==> src/rtl/alu_arb_pkg.sv <==
// Shared types for the ALU arbiter: FSM states, ALU select encoding,
// grant-counter width and the saturating counter helper.
package alu_arb_pkg;

    localparam int CNT_W = 16;

    typedef enum logic [1:0] {
        IDLE  = 2'b00,
        ISSUE = 2'b01,
        RESP  = 2'b10
    } arb_state_e;

    typedef enum logic [1:0] {
        ALU_ADD = 2'b00,
        ALU_SUB = 2'b01,
        ALU_AND = 2'b10,
        ALU_OR  = 2'b11
    } alu_sel_e;

    function automatic logic [CNT_W-1:0] sat_inc(input logic [CNT_W-1:0] cnt);
        if (cnt == {CNT_W{1'b1}}) begin
            sat_inc = cnt;
        end else begin
            sat_inc = cnt + CNT_W'(1);
        end
    endfunction

endpackage

==> src/rtl/alu_arbiter_rr_picker.sv <==
// Combinational round-robin search: first requester after last_grant,
// wrapping modulo NUM_REQ.
module rr_picker
    import alu_arb_pkg::*;
#(
    parameter int NUM_REQ = 4,
    parameter int IDX_W   = 2
) (
    input  logic [NUM_REQ-1:0] req,
    input  logic [IDX_W-1:0]   last_grant,
    output logic [IDX_W-1:0]   grant,
    output logic               any_req
);

    localparam int CW = IDX_W + 1;

    logic [CW-1:0] cand_s;

    // Scan offsets from farthest to nearest so the nearest requester wins.
    always_comb begin
        grant  = '0;
        cand_s = '0;
        for (int off = NUM_REQ; off >= 1; off--) begin
            cand_s = {1'b0, last_grant} + CW'(off);
            if (cand_s >= CW'(NUM_REQ)) begin
                cand_s = cand_s - CW'(NUM_REQ);
            end else begin
                cand_s = cand_s;
            end
            if (req[cand_s[IDX_W-1:0]]) begin
                grant = cand_s[IDX_W-1:0];
            end else begin
                grant = grant;
            end
        end
    end

    assign any_req = |req;

endmodule

==> src/rtl/alu_arbiter.sv <==
// Round-robin arbiter sharing one external combinational ALU among NUM_REQ
// requesters. Optional per-requester grant counters: define ALU_ARB_STATS_EN.
module alu_arbiter
    import alu_arb_pkg::*;
#(
    parameter int NUM_REQ = 4,
    parameter int DATA_W  = 32
) (
    input  logic                           clock,
    input  logic                           reset,
    input  logic [NUM_REQ-1:0]             req_valid,
    output logic [NUM_REQ-1:0]             req_ready,
    input  logic [NUM_REQ-1:0][DATA_W-1:0] req_op1,
    input  logic [NUM_REQ-1:0][DATA_W-1:0] req_op2,
    input  logic [NUM_REQ-1:0][1:0]        req_sel,
    output logic [NUM_REQ-1:0]             resp_valid,
    input  logic [NUM_REQ-1:0]             resp_ready,
    output logic [DATA_W-1:0]              resp_data,
    output logic [DATA_W-1:0]              alu_op1,
    output logic [DATA_W-1:0]              alu_op2,
    output logic [1:0]                     alu_sel,
    input  logic [DATA_W-1:0]              alu_res,
    output logic [NUM_REQ-1:0][CNT_W-1:0]  grant_count
);

    localparam int IDX_W = $clog2(NUM_REQ);

    arb_state_e        state_r;
    arb_state_e        state_s;
    logic [IDX_W-1:0]  last_grant_r;
    logic [IDX_W-1:0]  grant_r;
    logic [IDX_W-1:0]  pick_s;
    logic              any_req_s;
    logic              accept_s;
    logic              resp_hs_s;
    logic [DATA_W-1:0] op1_r;
    logic [DATA_W-1:0] op2_r;
    alu_sel_e          sel_r;
    logic [DATA_W-1:0] result_r;

    rr_picker #(
        .NUM_REQ (NUM_REQ),
        .IDX_W   (IDX_W)
    ) u_picker (
        .req        (req_valid),
        .last_grant (last_grant_r),
        .grant      (pick_s),
        .any_req    (any_req_s)
    );

    // Only the granted requester's resp_ready can close the response.
    assign accept_s  = (state_r == IDLE) && any_req_s;
    assign resp_hs_s = (state_r == RESP) && resp_ready[grant_r];

    // Next-state logic.
    always_comb begin
        state_s = state_r;
        case (state_r)
            IDLE: begin
                if (any_req_s) begin
                    state_s = ISSUE;
                end else begin
                    state_s = IDLE;
                end
            end
            ISSUE: state_s = RESP;
            RESP: begin
                if (resp_hs_s) begin
                    state_s = IDLE;
                end else begin
                    state_s = RESP;
                end
            end
            default: state_s = IDLE;
        endcase
    end

    // Handshake strobes decoded from the current state and grant.
    always_comb begin
        req_ready  = '0;
        resp_valid = '0;
        if (accept_s) begin
            req_ready[pick_s] = 1'b1;
        end else begin
            req_ready = '0;
        end
        if (state_r == RESP) begin
            resp_valid[grant_r] = 1'b1;
        end else begin
            resp_valid = '0;
        end
    end

    // State register.
    always_ff @(posedge clock) begin
        if (reset) begin
            state_r <= IDLE;
        end else begin
            state_r <= state_s;
        end
    end

    // Operand latch, result capture and round-robin pointer.
    always_ff @(posedge clock) begin
        if (reset) begin
            last_grant_r <= IDX_W'(NUM_REQ - 1);
            grant_r      <= '0;
            op1_r        <= '0;
            op2_r        <= '0;
            sel_r        <= ALU_ADD;
            result_r     <= '0;
        end else begin
            if (accept_s) begin
                grant_r <= pick_s;
                op1_r   <= req_op1[pick_s];
                op2_r   <= req_op2[pick_s];
                sel_r   <= alu_sel_e'(req_sel[pick_s]);
            end
            if (state_r == ISSUE) begin
                result_r <= alu_res;
            end
            if (resp_hs_s) begin
                last_grant_r <= grant_r;
            end
        end
    end

    assign alu_op1   = op1_r;
    assign alu_op2   = op2_r;
    assign alu_sel   = sel_r;
    assign resp_data = result_r;

`ifdef ALU_ARB_STATS_EN
    logic [NUM_REQ-1:0][CNT_W-1:0] count_r;

    // Saturating count of completed responses per requester.
    always_ff @(posedge clock) begin
        if (reset) begin
            count_r <= '0;
        end else if (resp_hs_s) begin
            count_r[grant_r] <= sat_inc(count_r[grant_r]);
        end
    end

    assign grant_count = count_r;
`else
    assign grant_count = '0;
`endif

endmodule

==> config.mk <==
export PLATFORM = sky130hd
export DESIGN_NAME = alu_arbiter
export DESIGN_NICKNAME = d
export VERILOG_FILES = /design/src/rtl/alu_arb_pkg.sv /design/src/rtl/alu_arbiter_rr_picker.sv /design/src/rtl/alu_arbiter.sv
export SDC_FILE = /design/constraint.sdc
export NUM_CORES = 1
export LEC_CHECK = 0
export ABC_AREA = 1
export CAP_MARGIN = 20
export CORE_AREA = 5 5 181 183
export CTS_CLUSTER_DIAMETER = 120
export CTS_CLUSTER_SIZE = 20
export DETAILED_ROUTE_END_ITERATION = 10
export DIE_AREA = 0 0 186 188
export DONT_BUFFER_PORTS = 1
export PLACE_DENSITY = 0.32
export SYNTH_ARGS = -nofsm -noshare
export SYNTH_HDL_FRONTEND = slang
export SYNTH_SLANG_ARGS = --single-unit
==> constraint.sdc <==
create_clock -name clock -period 3.4 [get_ports clock]
set_clock_uncertainty 0.1 [all_clocks]
set_input_delay 0.68 -clock clock [delete_from_list [all_inputs] [get_ports clock]]
set_output_delay 0.68 -clock clock [all_outputs]
set_load 0.03 [all_outputs]
Yosys cells after proc, flatten, opt, wreduce, memory -nomap -nowiden
Cells that the tools add are included.
{ "totals": {"register_bits": 104, "input_bits": 306, "output_inout_bits": 170, "word_cells": 68} }
{ "op_classes": {"add_sub_neg": 8, "magnitude_cmp": 12, "n_eq_ne": 2, "n_mux": 33, "n_reduce_logical": 6} }
{ "op_table": {"columns": ["operator", "count"], "rows": [
  ["binary-select mux 32 bit (select 2 bit)", 2],
  ["2-to-1 mux 32 bit", 2],
  ["2-to-1 mux 2 bit", 10],
  ["< comparator 2 x 3 -> 1 bit, second input constant", 6],
  [">= comparator 3 bit, second input constant", 4],
  ["binary-select mux 1 bit (select 2 bit)", 5],
  ["2-to-1 mux 1 bit", 8],
  ["2-to-1 mux 4 bit", 2],
  ["subtractor 2 x 1 -> 2 bit, second input constant", 4],
  ["adder 2 x 2 -> 3 bit, second input constant", 2],
  ["case mux 2 bit (3 select lines)", 1],
  ["binary-select mux 2 bit (select 2 bit)", 1],
  ["demux 1 bit (select 2 bit)", 2],
  [">= comparator 2 x 1 -> 1 bit, second input constant", 2],
  ["logical AND 1 bit", 4],
  ["OR reduction 4 bit", 1],
  ["adder 2 x 1 -> 3 bit, second input constant", 1],
  ["adder 2 x 3 -> 3 bit, second input constant", 1],
  ["== test 2 x 1 -> 1 bit, second input constant", 1],
  ["== test 2 bit, second input constant", 1],
  ["zero test 2 bit", 1]
]} }

Longest topological paths before layout
Gate-level depths: netlist (run 1).
{ "logic_depth": {"ltp_word": 14, "mapped_depth": 16} }

Hierarchy
Synthesis (run 1) repeated with hierarchy kept, for this count alone.
{ "unflattened": {"hier_cells": 1162, "hier_area_um2": 6914.1} }
{ "by_module_without_submodules": {"columns": ["module", "n_inst", "cells_per_inst", "area_each_um2", "seq_area_each_um2"], "rows": [
  ["alu_arbiter", 1, 1111, 6647.6, 2082.0],
  ["rr_picker", 1, 51, 266.5, 0.0]
]} }

Least setup slack after synthesis (run 1)
No wires, ideal clock.
{ "synth_timing": {"kind": "in2out", "from": "in req_valid[3]", "to": "out req_ready[1]", "arrival_ps": 2380, "setup_slack_ps": 240, "stages": 10, "path_cell_list": "inv_1 -> o21ai_1 -> nand2_2 -> and2_4 -> and2_1 -> nand2_1 -> nand2_2 -> buf_2 -> buf_6 -> nor3_1"} }
{ "synth_between": {"elab_chain_cells": 11, "elab_cells_between_ends": 20} }
{ "synth_lines": {"columns": ["element", "line", "text"], "rows": [
  ["from (decl)", "alu_arbiter.sv:11", "input logic [NUM_REQ-1:0] req_valid,"],
  ["binary-select mux 1 bit (select 2 bit)", "alu_arbiter_rr_picker.sv:30", "if (req[cand_s[IDX_W-1:0]]) begin"],
  ["2-to-1 mux 1 bit (implied by the code)", "alu_arbiter_rr_picker.sv:30", null],
  ["2-to-1 mux 2 bit (4 in a row)", "alu_arbiter_rr_picker.sv:30", null],
  ["< comparator 2 x 3 -> 1 bit (implied by the code) / >= comparator 2 x 1 -> 1 bit (equally long branches)", "alu_arbiter.sv:83", "req_ready[pick_s] = 1'b1;"],
  ["logical AND 1 bit (implied by the code)", "alu_arbiter.sv:83", null],
  ["2-to-1 mux 1 bit (implied by the code)", "alu_arbiter.sv:83", null],
  ["demux 1 bit (select 2 bit)", "alu_arbiter.sv:83", null],
  ["2-to-1 mux 4 bit (*)", "alu_arbiter.sv:82", "if (accept_s) begin"],
  ["to (decl)", "alu_arbiter.sv:12", "output logic [NUM_REQ-1:0] req_ready,"]
]} }
Mark *: on every way between the ends. The rest lies on a longest branch, timed or not. The select of a mux whose other input is x is not followed.

Worst setup path after layout (run 1)
{ "layout_timing": {"from": "reg last_grant_r[0]", "to": "out req_ready[3]"} }
{ "layout_between": {"elab_chain_cells": 14, "elab_cells_between_ends": 34} }
{ "layout_lines": {"columns": ["element", "line", "text"], "rows": [
  ["from (decl)", "alu_arbiter.sv:30", "logic [IDX_W-1:0] last_grant_r;"],
  ["from (signal assigned)", "alu_arbiter.sv:106", "last_grant_r <= IDX_W'(NUM_REQ - 1);"],
  ["from (signal assigned)", "alu_arbiter.sv:123", "last_grant_r <= grant_r;"],
  ["adder 2 x 3 -> 3 bit", "alu_arbiter_rr_picker.sv:24", "cand_s = {1'b0, last_grant} + CW'(off);"],
  [">= comparator 3 bit / subtractor 2 x 1 -> 2 bit (equally long branches)", "alu_arbiter_rr_picker.sv:25, alu_arbiter_rr_picker.sv:26", null],
  ["2-to-1 mux 2 bit", "alu_arbiter_rr_picker.sv:25", "if (cand_s >= CW'(NUM_REQ)) begin"],
  ["binary-select mux 1 bit (select 2 bit)", "alu_arbiter_rr_picker.sv:30", null],
  ["2-to-1 mux 1 bit (implied by the code)", "alu_arbiter_rr_picker.sv:30", null],
  ["2-to-1 mux 2 bit (3 in a row)", "alu_arbiter_rr_picker.sv:30", null],
  ["2-to-1 mux 2 bit (*)", "alu_arbiter_rr_picker.sv:30", null],
  ["< comparator 2 x 3 -> 1 bit (implied by the code) / >= comparator 2 x 1 -> 1 bit (equally long branches)", "alu_arbiter.sv:83", null],
  ["logical AND 1 bit (implied by the code)", "alu_arbiter.sv:83", null],
  ["2-to-1 mux 1 bit (implied by the code)", "alu_arbiter.sv:83", null],
  ["demux 1 bit (select 2 bit) (*)", "alu_arbiter.sv:83", null],
  ["2-to-1 mux 4 bit (*)", "alu_arbiter.sv:82", null]
]} }
Marked as above.

==> results of run 1 <==
==> power groups by stage <==
stage / Sequential, mW / Clock, mW / Combinational (mW)
floorplan: 1.96 / 0 / 1.28
global placement: 2.08 / 0 / 1.53
detailed placement: 2.06 / 0 / 1.54
CTS: 2.04 / 1.21 / 1.54
global route: 2.06 / 1.24 / 1.72
finish: 2.03 / 1.14 / 1.50
==> cells in the final DEF (no fill, tap or decap) <==
master	n
nand3_1	271
nand2_1	226
dfxtp_1	104
o21ai_0	99
nor2_1	70
a21oi_1	67
conb_1	64
buf_4	17
inv_1	15
clkbuf_16	9
nor3_1	5
nand2_2	3
o211ai_1	3
inv_6	3
buf_12	3
nand2_4	2
inv_2	2
clkinv_4	2
inv_4	1
o21ai_1	1
and2_4	1
nand3_4	1
and2_1	1
a21boi_0	1
nor4_1	1
nor3_2	1
a21boi_4	1
nor2_2	1
nand4_1	1
o21a_1	1
clkbuf_8	1
bufinv_16	1
==> worst max path at each step <==
stage	from	to	slack, ns
2_1_floorplan	req_valid[3]	req_ready[1]	0.24
3_3_place_gp	req_valid[3]	req_ready[2]	0.53
3_5_place_dp	req_valid[3]	req_ready[3]	0.46
4_1_cts	last_grant_r[0]$_SDFFE_PP1P_	req_ready[3]	0.24
5_1_grt	last_grant_r[0]$_SDFFE_PP1P_	req_ready[3]	0.12
6_report	last_grant_r[0]$_SDFFE_PP1P_	req_ready[3]	0.30
==> cells by family after synthesis <==
logic type | count (synthesis) | synth area share [%]
buffers and inverters | 171 | 15.3
flip-flops | 104 | 31.8
other | 1 | 0.0573
AO/OA/AOI/OAI | 173 | 13.5
AND/OR/NAND/NOR | 584 | 39.3
==> sequential cells by signal, summed over array words and instances (netlist names) <==
register,count
resp_data,32
last_grant_r,2
grant_r,2
state_r,2
alu_op1,32
alu_sel,2
alu_op2,32
==> routing by layer <==
| layer | up-vias | GRT usage, % | part of all wire [%] |
|---|---|---|---|
| met3 | 28 | 5.70 | 12 |
| li1 | 3217 | - | - |
| met4 | 2 | 3.42 | 1.6 |
| met1 | 2982 | 15.5 | 37 |
| met2 | 328 | 24.9 | 50 |
| met5 | - | 0 | 0.075 |
==> synthesized netlist by cell type (3+ instances only) <==
library cell / count / area [µm²]
nand2_2: 4 / 25.0
dfxtp_1: 104 / 2080
nand3_1: 271 / 1360
buf_2: 26 / 130
buf_6: 7 / 78.8
o211ai_1: 3 / 22.5
buf_1: 7 / 26.3
nor2_1: 71 / 267
nand2_1: 226 / 848
inv_1: 16 / 60.1
nor3_1: 6 / 30.0
clkbuf_1: 40 / 150
o21ai_0: 99 / 495
a21oi_1: 67 / 335
buf_4: 73 / 548
==> final cells by class <==
type / count / area share, %
clock inverter: 6 / 1.07
timing repair buffer: 20 / 2.73
multi-input combinational: 821 / 54.2
sequential: 104 / 30.2
tap: 402 / 7.31
inverter: 18 / 1.02
clock buffer: 10 / 3.47
==> impl_results.md, run 1 <==
- Status: completed
- Vias per cell: around 4.7
- Syn Std Cell Area: 6550 µm²
- Via Count: 6557
- CP top delay family: simple AND/OR/NAND/NOR gates
- Core area: 31100 µm²
- CTS tree: yes
- Critical Path AT: 2.32 ns
- Post-route ant nets: 0
- Clock power share: 24.4%
- Most used DFF post-synth: dfxtp_1
- Multi-input combinational cell area: around 3700 µm²
- DRT Wirelength: 26800 µm
- Hold path startpoint: reset
- Post-DP HPWL: roughly 20000 µm
- Row count: 65
- Final Total Pwr: 4.67 mW
- Hold-fix buffers at CTS: 0
- Initial DRC Count: ~240
- Least-Margin Pin Slew: 0.944 ns
- Initial Utilization: 21.1%
- Clk sink count: between 100 and 150
- Cells after Synth: 1033
- P per Cell Area: 679 nW/µm²
- EDFF count, synth: 0
- Switch share: 46.8%
- Placed Area: 6570 µm²
- Die H: 188 µm
- CTS Buf Count: 9
- Slowest stage delay, CP: 0.52 ns
- Seq. cell area: roughly 2100 µm²
- Pint: 2.49 mW
- Initial antenna violation count: 1
- Sw Pwr: 2.18 mW
- Max frequency: 322 MHz
- RD Place Congestion: 0.751
- Layout cell share with drive strength beyond 1: approximately 5%
- CTS root buf: clkbuf_16
- Antenna diodes: 0
- Setup bufs post-CTS: 0
- Synth warnings: 0
- R2R depth: 13
- Design area: 6880 µm²
- Stages on the worst setup path: 9
- Fin worst setup slack: around 0.3 ns
- Clk Latency, worst-skew pair: between 0.3 and 0.4 ns
- Distinct cells, synth: 28
- Max-cap violations: 0
- DRT Pass-1 Iters: 6
- Global-route wire length before repair: 38500 µm
- Reg2Reg Capture Point: alu_op1[12]$_SDFFE_PP0P_
- Worst Hold Slack: 0.291 ns
- Hold depth: 1
- Core Util, Final: 22.2%
- Final min period: 3.10 ns
- Final nets: 1280
- CP dominant cell by count: nand2_1
- Die width: 186 µm
- Post-CTS sizing: 0
- Peak supply drop: 0.000258 V
- Largest net degree at the start of global routing: 133
- Rel. slew slack: between 30% and 40%
- Leakage power: 3.07 nW
- Crit-path cells: nand2_1, o21ai_1, nand2_1, a21boi_0, nand2_1, nand2_2, nand2_1, nor2_1, buf_4
- Area Growth Syn to Fin: 5.16%
- Final hold violations: 0
- Non-Filler Instances: 1381
- Total gr overflow: 0
- Routed length per instance: roughly 19 µm
- Post-placement cell count: 1365
- Sum of buffers and inverters on the critical path: 1
- Total GRT Usage: 14.0%
- Share of flip-flops with an asynchronous set or reset: 0%
- Synthesized area per cell: 6.34 µm²
- CP max-delay cell: dfxtp_1
- Yosys reg bits: 104
- H-tree levels: 3
- Seq pwr share: 43.4%
- Full die area: 35000 µm²
- R2R Setup Slk: 0.79 ns
- Place WS: 0.455 ns
- Seq/Total Area, Yosys: 31.8%
- Io pins: 476
- Setup TNS Final: 0 ns
- Clk slew on worst S/H paths: about 0.08 ns
- Critical path startpoint category: flop
- Vias in the first global route: between 6000 and 7000
- Count of final setup violators: 0
- Worst Path Required: 2.62 ns
- Fin crit share: roughly nine tenths
- Comb pwr share: 32.2%
- Max-slew violation count: 0
- DRC Markers: 0
- Critical path type: reg -> out
- Fillcell total: 3565
- Port buffer count: 0
- Worst R2R Start: last_grant_r[0]$_SDFFE_PP1P_
- HP Class: in -> reg
- Crit Path Max Fanout: 9
- Max clock buf depth: 2
- Worst Hold Path EP: state_r[0]$_SDFF_PP0_
- CP Capture Type: output port
- RSZ-0062 raised after global routing: false
No activity file was read; power rests on OpenSTA's default activity.
==> inputs of run 2 (changes only) <==
- SKIP_CTS_REPAIR_TIMING: not set -> 1
==> results of run 2 <==
No change in the layout: final DEF, timing and power equal those of run 1.
==> inputs of run 3 (changes only) <==
- ABC_CLOCK_PERIOD_IN_PS: not set -> 3400
==> results of run 3 <==
No change in the layout: final DEF, timing and power equal those of run 1.
